`src/rtl/qtpa_pkg.sv`:
```
// Shared types and sizing for the writeback-end register file.
package qtpa_pkg;

  localparam int DATA_WIDTH = 32;
  localparam int NUM_REGS   = 16;
  localparam int SB_CNT_W   = 2;

  typedef logic [3:0] reg_addr_t;

  typedef struct packed {
    logic zero;
    logic carry;
    logic ovf;
  } flags_t;

endpackage

```
`src/rtl/wb_scoreboard.sv`:
```
// Per-register pending-write counters with saturation/underflow error
// tracking and busy lookup for the two decode read addresses.
// Optional feature: QTPA_WB_BYPASS_EN masks busy when the retiring write
// is the last pending one and its data is being forwarded this cycle.
module wb_scoreboard
  import qtpa_pkg::*;
#(
  parameter int NUM_REGS = qtpa_pkg::NUM_REGS,
  parameter int SB_CNT_W = qtpa_pkg::SB_CNT_W
) (
  input  logic      clk,
  input  logic      rst,
  input  logic      iss_valid,
  input  reg_addr_t iss_rd,
  input  logic      wb_we,
  input  reg_addr_t wb_rd_addr,
  input  logic      sb_clear,
  input  reg_addr_t rs1_addr,
  input  reg_addr_t rs2_addr,
  output logic      rs1_busy,
  output logic      rs2_busy,
  output logic      sb_err
);

  localparam logic [SB_CNT_W-1:0] CNT_MAX  = '1;
  localparam logic [SB_CNT_W-1:0] CNT_ZERO = '0;
  localparam logic [SB_CNT_W-1:0] CNT_ONE  = SB_CNT_W'(1);

  logic [SB_CNT_W-1:0] cnt_q [NUM_REGS];
  logic [SB_CNT_W-1:0] cnt_d [NUM_REGS];
  logic                sb_err_q;
  logic                sb_err_d;
  logic [NUM_REGS-1:0] inc_vec;
  logic [NUM_REGS-1:0] dec_vec;

  // Decode which register is being issued to and which is retiring; R0 never counts.
  always_comb begin
    inc_vec = '0;
    dec_vec = '0;
    for (int r = 1; r < NUM_REGS; r++) begin
      inc_vec[r] = iss_valid && (iss_rd == reg_addr_t'(r));
      dec_vec[r] = wb_we && (wb_rd_addr == reg_addr_t'(r));
    end
  end

  // Next counter values: clear wins, issue+retire cancel, otherwise saturate or flag errors.
  always_comb begin
    sb_err_d = sb_err_q;
    for (int r = 0; r < NUM_REGS; r++) begin
      cnt_d[r] = cnt_q[r];
      if (sb_clear) begin
        cnt_d[r] = CNT_ZERO;
      end else if (inc_vec[r] && !dec_vec[r]) begin
        if (cnt_q[r] == CNT_MAX) begin
          sb_err_d = 1'b1;
        end else begin
          cnt_d[r] = cnt_q[r] + CNT_ONE;
        end
      end else if (dec_vec[r] && !inc_vec[r]) begin
        if (cnt_q[r] == CNT_ZERO) begin
          sb_err_d = 1'b1;
        end else begin
          cnt_d[r] = cnt_q[r] - CNT_ONE;
        end
      end
    end
  end

  // Counter and sticky error registers.
  always_ff @(posedge clk or posedge rst) begin
    if (rst) begin
      for (int r = 0; r < NUM_REGS; r++) begin
        cnt_q[r] <= CNT_ZERO;
      end
      sb_err_q <= 1'b0;
    end else begin
      for (int r = 0; r < NUM_REGS; r++) begin
        cnt_q[r] <= cnt_d[r];
      end
      sb_err_q <= sb_err_d;
    end
  end

  // Busy lookup for both read addresses, optionally masked by a forwarding last retire.
  always_comb begin
    rs1_busy = (cnt_q[rs1_addr] != CNT_ZERO);
    rs2_busy = (cnt_q[rs2_addr] != CNT_ZERO);
`ifdef QTPA_WB_BYPASS_EN
    if (wb_we && (wb_rd_addr == rs1_addr) && (cnt_q[rs1_addr] == CNT_ONE)) begin
      rs1_busy = 1'b0;
    end
    if (wb_we && (wb_rd_addr == rs2_addr) && (cnt_q[rs2_addr] == CNT_ONE)) begin
      rs2_busy = 1'b0;
    end
`endif
  end

  assign sb_err = sb_err_q;

endmodule

```
`src/rtl/wb_regfile.sv`:
```
// Architectural register file, flags register and RAW scoreboard at the
// end of the EX/WB pipeline register.
// Optional feature: QTPA_WB_BYPASS_EN forwards the writeback result to a
// matching read port in the same cycle.
module wb_regfile
  import qtpa_pkg::*;
#(
  parameter int NUM_REGS = qtpa_pkg::NUM_REGS,
  parameter int SB_CNT_W = qtpa_pkg::SB_CNT_W
) (
  input  logic                  clk,
  input  logic                  rst,
  input  logic [DATA_WIDTH-1:0] wb_alu_result,
  input  reg_addr_t             wb_rd_addr,
  input  logic                  wb_we,
  input  logic                  wb_flags_we,
  input  logic                  wb_flag_zero,
  input  logic                  wb_flag_carry,
  input  logic                  wb_flag_ovf,
  input  logic                  iss_valid,
  input  reg_addr_t             iss_rd,
  input  logic                  sb_clear,
  input  reg_addr_t             rs1_addr,
  input  reg_addr_t             rs2_addr,
  output logic [DATA_WIDTH-1:0] rs1_data,
  output logic [DATA_WIDTH-1:0] rs2_data,
  output logic                  rs1_busy,
  output logic                  rs2_busy,
  output logic                  flag_zero,
  output logic                  flag_carry,
  output logic                  flag_ovf,
  output logic                  sb_err
);

  logic [DATA_WIDTH-1:0] regs_q [NUM_REGS];
  logic [DATA_WIDTH-1:0] regs_d [NUM_REGS];
  flags_t                flags_q;
  flags_t                flags_d;

  // Commit the writeback result; R0 is hardwired to zero so writes to it are dropped.
  always_comb begin
    regs_d = regs_q;
    if (wb_we && (wb_rd_addr != '0)) begin
      regs_d[wb_rd_addr] = wb_alu_result;
    end
  end

  // All three flags load together or hold.
  always_comb begin
    flags_d = flags_q;
    if (wb_flags_we) begin
      flags_d = '{zero: wb_flag_zero, carry: wb_flag_carry, ovf: wb_flag_ovf};
    end
  end

  // Register array and flags storage.
  always_ff @(posedge clk or posedge rst) begin
    if (rst) begin
      for (int r = 0; r < NUM_REGS; r++) begin
        regs_q[r] <= '0;
      end
      flags_q <= '0;
    end else begin
      regs_q  <= regs_d;
      flags_q <= flags_d;
    end
  end

  // Combinational read ports, with optional same-cycle forwarding of the writeback result.
  always_comb begin
    rs1_data = (rs1_addr == '0) ? '0 : regs_q[rs1_addr];
    rs2_data = (rs2_addr == '0) ? '0 : regs_q[rs2_addr];
`ifdef QTPA_WB_BYPASS_EN
    if (wb_we && (wb_rd_addr != '0) && (wb_rd_addr == rs1_addr)) begin
      rs1_data = wb_alu_result;
    end
    if (wb_we && (wb_rd_addr != '0) && (wb_rd_addr == rs2_addr)) begin
      rs2_data = wb_alu_result;
    end
`endif
  end

  assign flag_zero  = flags_q.zero;
  assign flag_carry = flags_q.carry;
  assign flag_ovf   = flags_q.ovf;

  wb_scoreboard #(
    .NUM_REGS (NUM_REGS),
    .SB_CNT_W (SB_CNT_W)
  ) u_scoreboard (
    .clk        (clk),
    .rst        (rst),
    .iss_valid  (iss_valid),
    .iss_rd     (iss_rd),
    .wb_we      (wb_we),
    .wb_rd_addr (wb_rd_addr),
    .sb_clear   (sb_clear),
    .rs1_addr   (rs1_addr),
    .rs2_addr   (rs2_addr),
    .rs1_busy   (rs1_busy),
    .rs2_busy   (rs2_busy),
    .sb_err     (sb_err)
  );

endmodule

```
`config.mk`:
```
export PLATFORM = sky130hd
export DESIGN_NAME = wb_regfile
export DESIGN_NICKNAME = d
export VERILOG_FILES = /design/src/rtl/qtpa_pkg.sv /design/src/rtl/wb_scoreboard.sv /design/src/rtl/wb_regfile.sv
export SDC_FILE = /design/constraint.sdc
export NUM_CORES = 1
export LEC_CHECK = 0
export CAP_MARGIN = 20
export CORE_MARGIN = 2
export CORE_UTILIZATION = 62
export DETAILED_ROUTE_END_ITERATION = 16
export PLACE_DENSITY = 0.81
export SKIP_LAST_GASP = 1
export SLEW_MARGIN = 5
export SYNTH_ARGS = -nofsm -noshare
export SYNTH_HDL_FRONTEND = slang
export SYNTH_SLANG_ARGS = --single-unit
```
`constraint.sdc`:
```
create_clock -name clk -period 20.8 [get_ports clk]
set_input_delay 3.12 -clock clk [delete_from_list [all_inputs] [get_ports clk]]
set_output_delay 3.12 -clock clk [all_outputs]
set_load 0.005 [all_outputs]
```
# Word level (Yosys, flattened, before mapping)
# Cells that the tools add are included.
[totals]
regBits = 546
output_inout_bits = 70
[op_classes]
n_addsub = 30
n_lt_le_gt_ge = 4
eq_ne = 75
muxes = 167
n_bitwise = 3
n_reduce_logical = 142
[op_table]
columns = ["operator", "count"]
rows = [
  ["512-bit bitwise mux", 1],
  ["32-bit binary-select mux with 4-bit select", 2],
  ["32-bit two-way mux", 7],
  ["2-bit two-way mux", 79],
  ["32-bit demux with 4-bit select", 1],
  ["1-bit two-way mux", 75],
  ["4-bit equality test (second input constant)", 16],
  ["1-bit logical AND", 62],
  ["3-bit by 2-bit != test with 1-bit output (second input constant)", 15],
  ["3-bit != test (second input constant)", 15],
  ["3-bit AND reduction", 15],
  ["3-bit nonzero test", 15],
  ["4-bit by 3-bit equality test with 1-bit output (second input constant)", 8],
  ["2-bit by 1-bit adder with 2-bit output (second input constant)", 15],
  ["2-bit equality test (second input constant)", 15],
  ["1-bit zero test", 30],
  ["2-bit zero test", 15],
  ["2-bit by 1-bit subtractor with 2-bit output (second input constant)", 15],
  ["2-bit binary-select mux with 4-bit select", 2],
  ["4-bit by 2-bit equality test with 1-bit output (second input constant)", 4],
  ["5-bit >= comparator (second input constant)", 3],
  ["4-bit inverter with 5-bit output", 3],
  ["4-bit by 1-bit equality test with 1-bit output (second input constant)", 2],
  ["4-bit zero test", 2],
  ["3 further kinds", 4],
]

# Longest topological paths before layout
[depth]
ltp_word = 63
ltp_mapped = 8
depth_no_buf = 6

# Modules after synthesis
# From an unflattened synthesis, not the netlist that was laid out.
[hier_totals]
cells_unflattened = 2068
hier_area_um2 = 28623.7
[by_module_without_submodules]
columns = ["module", "instances", "cells_each", "area_per_inst_um2", "seq_area_each_um2"]
rows = [
  ["wb_regfile", 1, 1756, 26004.9, 12111.6],
  ["wb_scoreboard", 1, 312, 2618.8, 775.7],
]

# Worst setup path before layout
# No wires, ideal clock.
[synth_path]
path_kind = "input to output"
start = "input rs1_addr[1]"
end = "output rs1_data[0]"
arrival_time_ps = 4762
required_time_ps = 17680
path_slack_ps = 12918
cell_stages = 6
n_path_buf = 3
cell_sequence = "buf_2 -> buf_2 -> buf_1 -> mux4_2 -> mux4_2 -> nor2b_1"
[synth_via]
elab_chain_cells = 5
elab_cells_between_ends = 6
[synth_rtl]
columns = ["item", "line_no", "source"]
rows = [
  ["from (decl)", "wb_regfile.sv:23", "input reg_addr_t rs1_addr,"],
  ["4-bit inverter with 5-bit output (not written as such)", "wb_regfile.sv:71", "rs1_data = (rs1_addr == '0) ? '0 : regs_q[rs1_addr];"],
  ["32-bit binary-select mux with 4-bit select", "wb_regfile.sv:71", ""],
  ["32-bit two-way mux (not written as such) (2 in a row)", "wb_regfile.sv:71", ""],
  ["32-bit two-way mux *", "wb_regfile.sv:71", ""],
  ["to (decl)", "wb_regfile.sv:25", "output logic [DATA_WIDTH-1:0] rs1_data,"],
]
# Every way passes the cells marked *; elsewhere a longest branch is shown, timed or not. The select of a mux whose other input is x is not followed.

# Worst setup path in the final report
[layout_path]
start = "input rs1_addr[0]"
end = "output rs1_data[6]"
# Same word-level chain as after synthesis.

==> impl_metrics.tcl <==
set metrics [dict create \
    wl_per_cell_um 27.8 \
    grt_max_degree 111 \
    first_global_vias 21996 \
    min_path_type "reg2reg" \
    holdBufCountCts 0 \
    drt-total-wl_um 83000 \
    cp.arrival_ns 6.67 \
    yosys_warnings 0 \
    rr_startpoint "u_scoreboard.cnt_q[3]" \
    cts_tree "done" \
    ys_seq_elements 546 \
    final_layout_size_suffix_gt1_frac 0.332 \
    nets 2390 \
    slowest_stage "buf_4" \
    synth-edff-count 0 \
    synth_seq_area_share 0.463 \
    relSlewSlack 0.283 \
    cts.sinks 546 \
    final_common_cell "nand2_1" \
    setup.worst_path.end_class "output port" \
    hpwl_um 44800 \
    path_class "in2out" \
    multi_input_area_um2 14900 \
    syn_area_um2 29500 \
    cap_violations 0 \
    use_met3 0.0771 \
    synth_fp_nets 2392 \
    io_buffers 126 \
    vias 20771 \
    place_area_um2 30900 \
    gr-max-usage-layer "met2" \
    rsz0062_at_grt "no" \
    post-cts-setup-buffers 0 \
    firstDrtPassIters 6 \
    areaGrowthSynthToFinish_pct 11.6 \
    synthCells 2335 \
    clkTransAtPathRegs_ns 0.06 \
    cts-resized-gates 0 \
    drc 0 \
    slowest_delay_ns 0.92 \
    synthArstFlopShare 1.00 \
    syn_area_per_cell_um2 12.6 \
    final_max_slew_viol_count 0 \
    worstPathRequired_ns 17.68 \
    die_w_um 222 \
    nFillCells 2995 \
    clock-root-buffer "clkbuf_16" \
    finalCriticalPeriod_ns 9.79 \
    register_area_um2 13700 \
    cts_made_buffers 56 \
    ant_nets 0 \
    cellLeakagePower_nw 14.4 \
    hold_viol 0 \
    clk_latency_ns 0.62 \
    min_to "regs_q[480]" \
    io_pins 127 \
    fin_crit_sh 0.471 \
    die-area_um2 49300 \
    regToRegSetupSlack_ns 19.11 \
    reg2reg_depth 5 \
    final_cell_area_um2 32900 \
    setup_viol 0 \
    synth-main-ff-cell "dfrtp_1" \
    critPathMostFrequentCell "mux4_2" \
    yosysUniqueCellTypes 52 \
    start_kind "input pin" \
    fp.coreArea_um2 46800 \
    std_cell_rows 79 \
    clock_path_buffers 3 \
    grtUsageTotal 0.345 \
    crit_fanout 86 \
    fmax_ghz 0.102 \
    outcome "complete, no violations" \
    drt_iter0_drc 2528 \
    die_y_um 222 \
    irDropWorstVdd_uv 69.6 \
    initial_utilization 0.631 \
    hold_depth 0 \
    layout_common_cells "614 x nand2_1, 546 x dfrtp_1, 326 x mux4_2" \
    grt_use_met1 0.451 \
    gp_congestion 0.966 \
    worst-path-buf-inv 3 \
    vias_per_cell 6.96 \
    antenna_found_initial 3 \
    skew_ns 0.00802 \
    power_density_nw_per_um2 97.1 \
    hold_start "regs_q[480]" \
    grt_overflow 0 \
    r2r_end "u_scoreboard.sb_err" \
    setup_tns_ns 0 \
    path_delay_family "buffers and inverters" \
    path_cells "buf_8 > buf_4 > mux4_2 > mux4_2 > nor2b_1 > clkdlybuf4s50_1" \
    grt_pass1_wl_um 129000 \
    htree_levels 2 \
    tightest_slew_ns 1.08 \
    grtUsageMet2 0.546 \
]
[stage by stage]
stage,hold WS (ns),util,cells,total power [mW],worst slack (ns)
floorplan,0.441,-,2335,1.91,2.42
global placement,0.377,0.661,2878,2.10,11.03
detailed placement,0.385,0.661,2878,2.16,10.96
CTS,0.397,0.701,2980,3.19,10.94
global route,0.411,0.703,2985,3.31,10.72
finish,0.395,0.703,2985,3.19,11.01
[report_power, final]
group	total, mW	internal (mW)	switching, mW
Combinational	0.721	0.451	0.270
Clock	1.03	0.604	0.429
Sequential	1.44	1.27	0.168
[cell type report]
type                    count  share of cell area
clock buffers              81              0.0495
inverters                   7             0.00103
flip-flops and latches    546               0.415
well taps                 607              0.0231
clock inverters            21             0.00765
diodes                      1           0.0000761
repair buffers            167              0.0495
multi-input cells        1555               0.454
[cell usage after synthesis (8+ instances only)]
cell | n | area, um2
dfrtp_1 | 546 | 13700
nor2b_1 | 72 | 450
buf_2 | 44 | 220
nor3_1 | 19 | 95.1
mux2_2 | 292 | 3290
buf_6 | 8 | 90.1
clkbuf_1 | 158 | 593
buf_1 | 17 | 63.8
nand2_1 | 625 | 2350
a21oi_1 | 30 | 150
or2_2 | 8 | 50.1
mux4_2 | 326 | 7340
nand4_1 | 9 | 56.3
nand3_1 | 14 | 70.1
nor2_1 | 41 | 154
o21ai_0 | 33 | 165
[per-layer routing]
metal,vias up,share of wire
li1,8436,-
met1,10730,0.36
met2,1282,0.48
met3,319,0.10
met4,4,0.054
met5,-,0.00028
[kinds of logic (layout without fill, tap and decap cells)]
kind of cell / count (synthesis) / after routing / synth area share
flops: 546 / 546 / 0.463
simple gates: 827 / 827 / 0.119
buf+inv: 234 / 276 / 0.0337
compound gates: 104 / 104 / 0.0214
other cells: 0 / 1 / 0
mux: 624 / 624 / 0.363
[flip-flops by register name (all words and copies together), names as in the netlist]
name and cells:
flag_carry 1, u_scoreboard.sb_err 1, u_scoreboard.cnt_q 30, flag_zero 1
regs_q 512, flag_ovf 1
[worst max-delay path by stage]
stage | startpoint | to | slack [ns] | cells past startpoint
2_1_floorplan | rst | flag_carry | 2.42 | 1
3_3_place_gp | rs1_addr[0] | rs1_data[6] | 11.03 | 6
3_5_place_dp | rs1_addr[0] | rs1_data[6] | 10.96 | 6
4_1_cts | rs1_addr[0] | rs1_data[6] | 10.94 | 6
5_1_grt | rs1_addr[0] | rs1_data[0] | 10.72 | 6
6_report | rs1_addr[0] | rs1_data[6] | 11.01 | 6
Power figures use the tool's default switching activity.
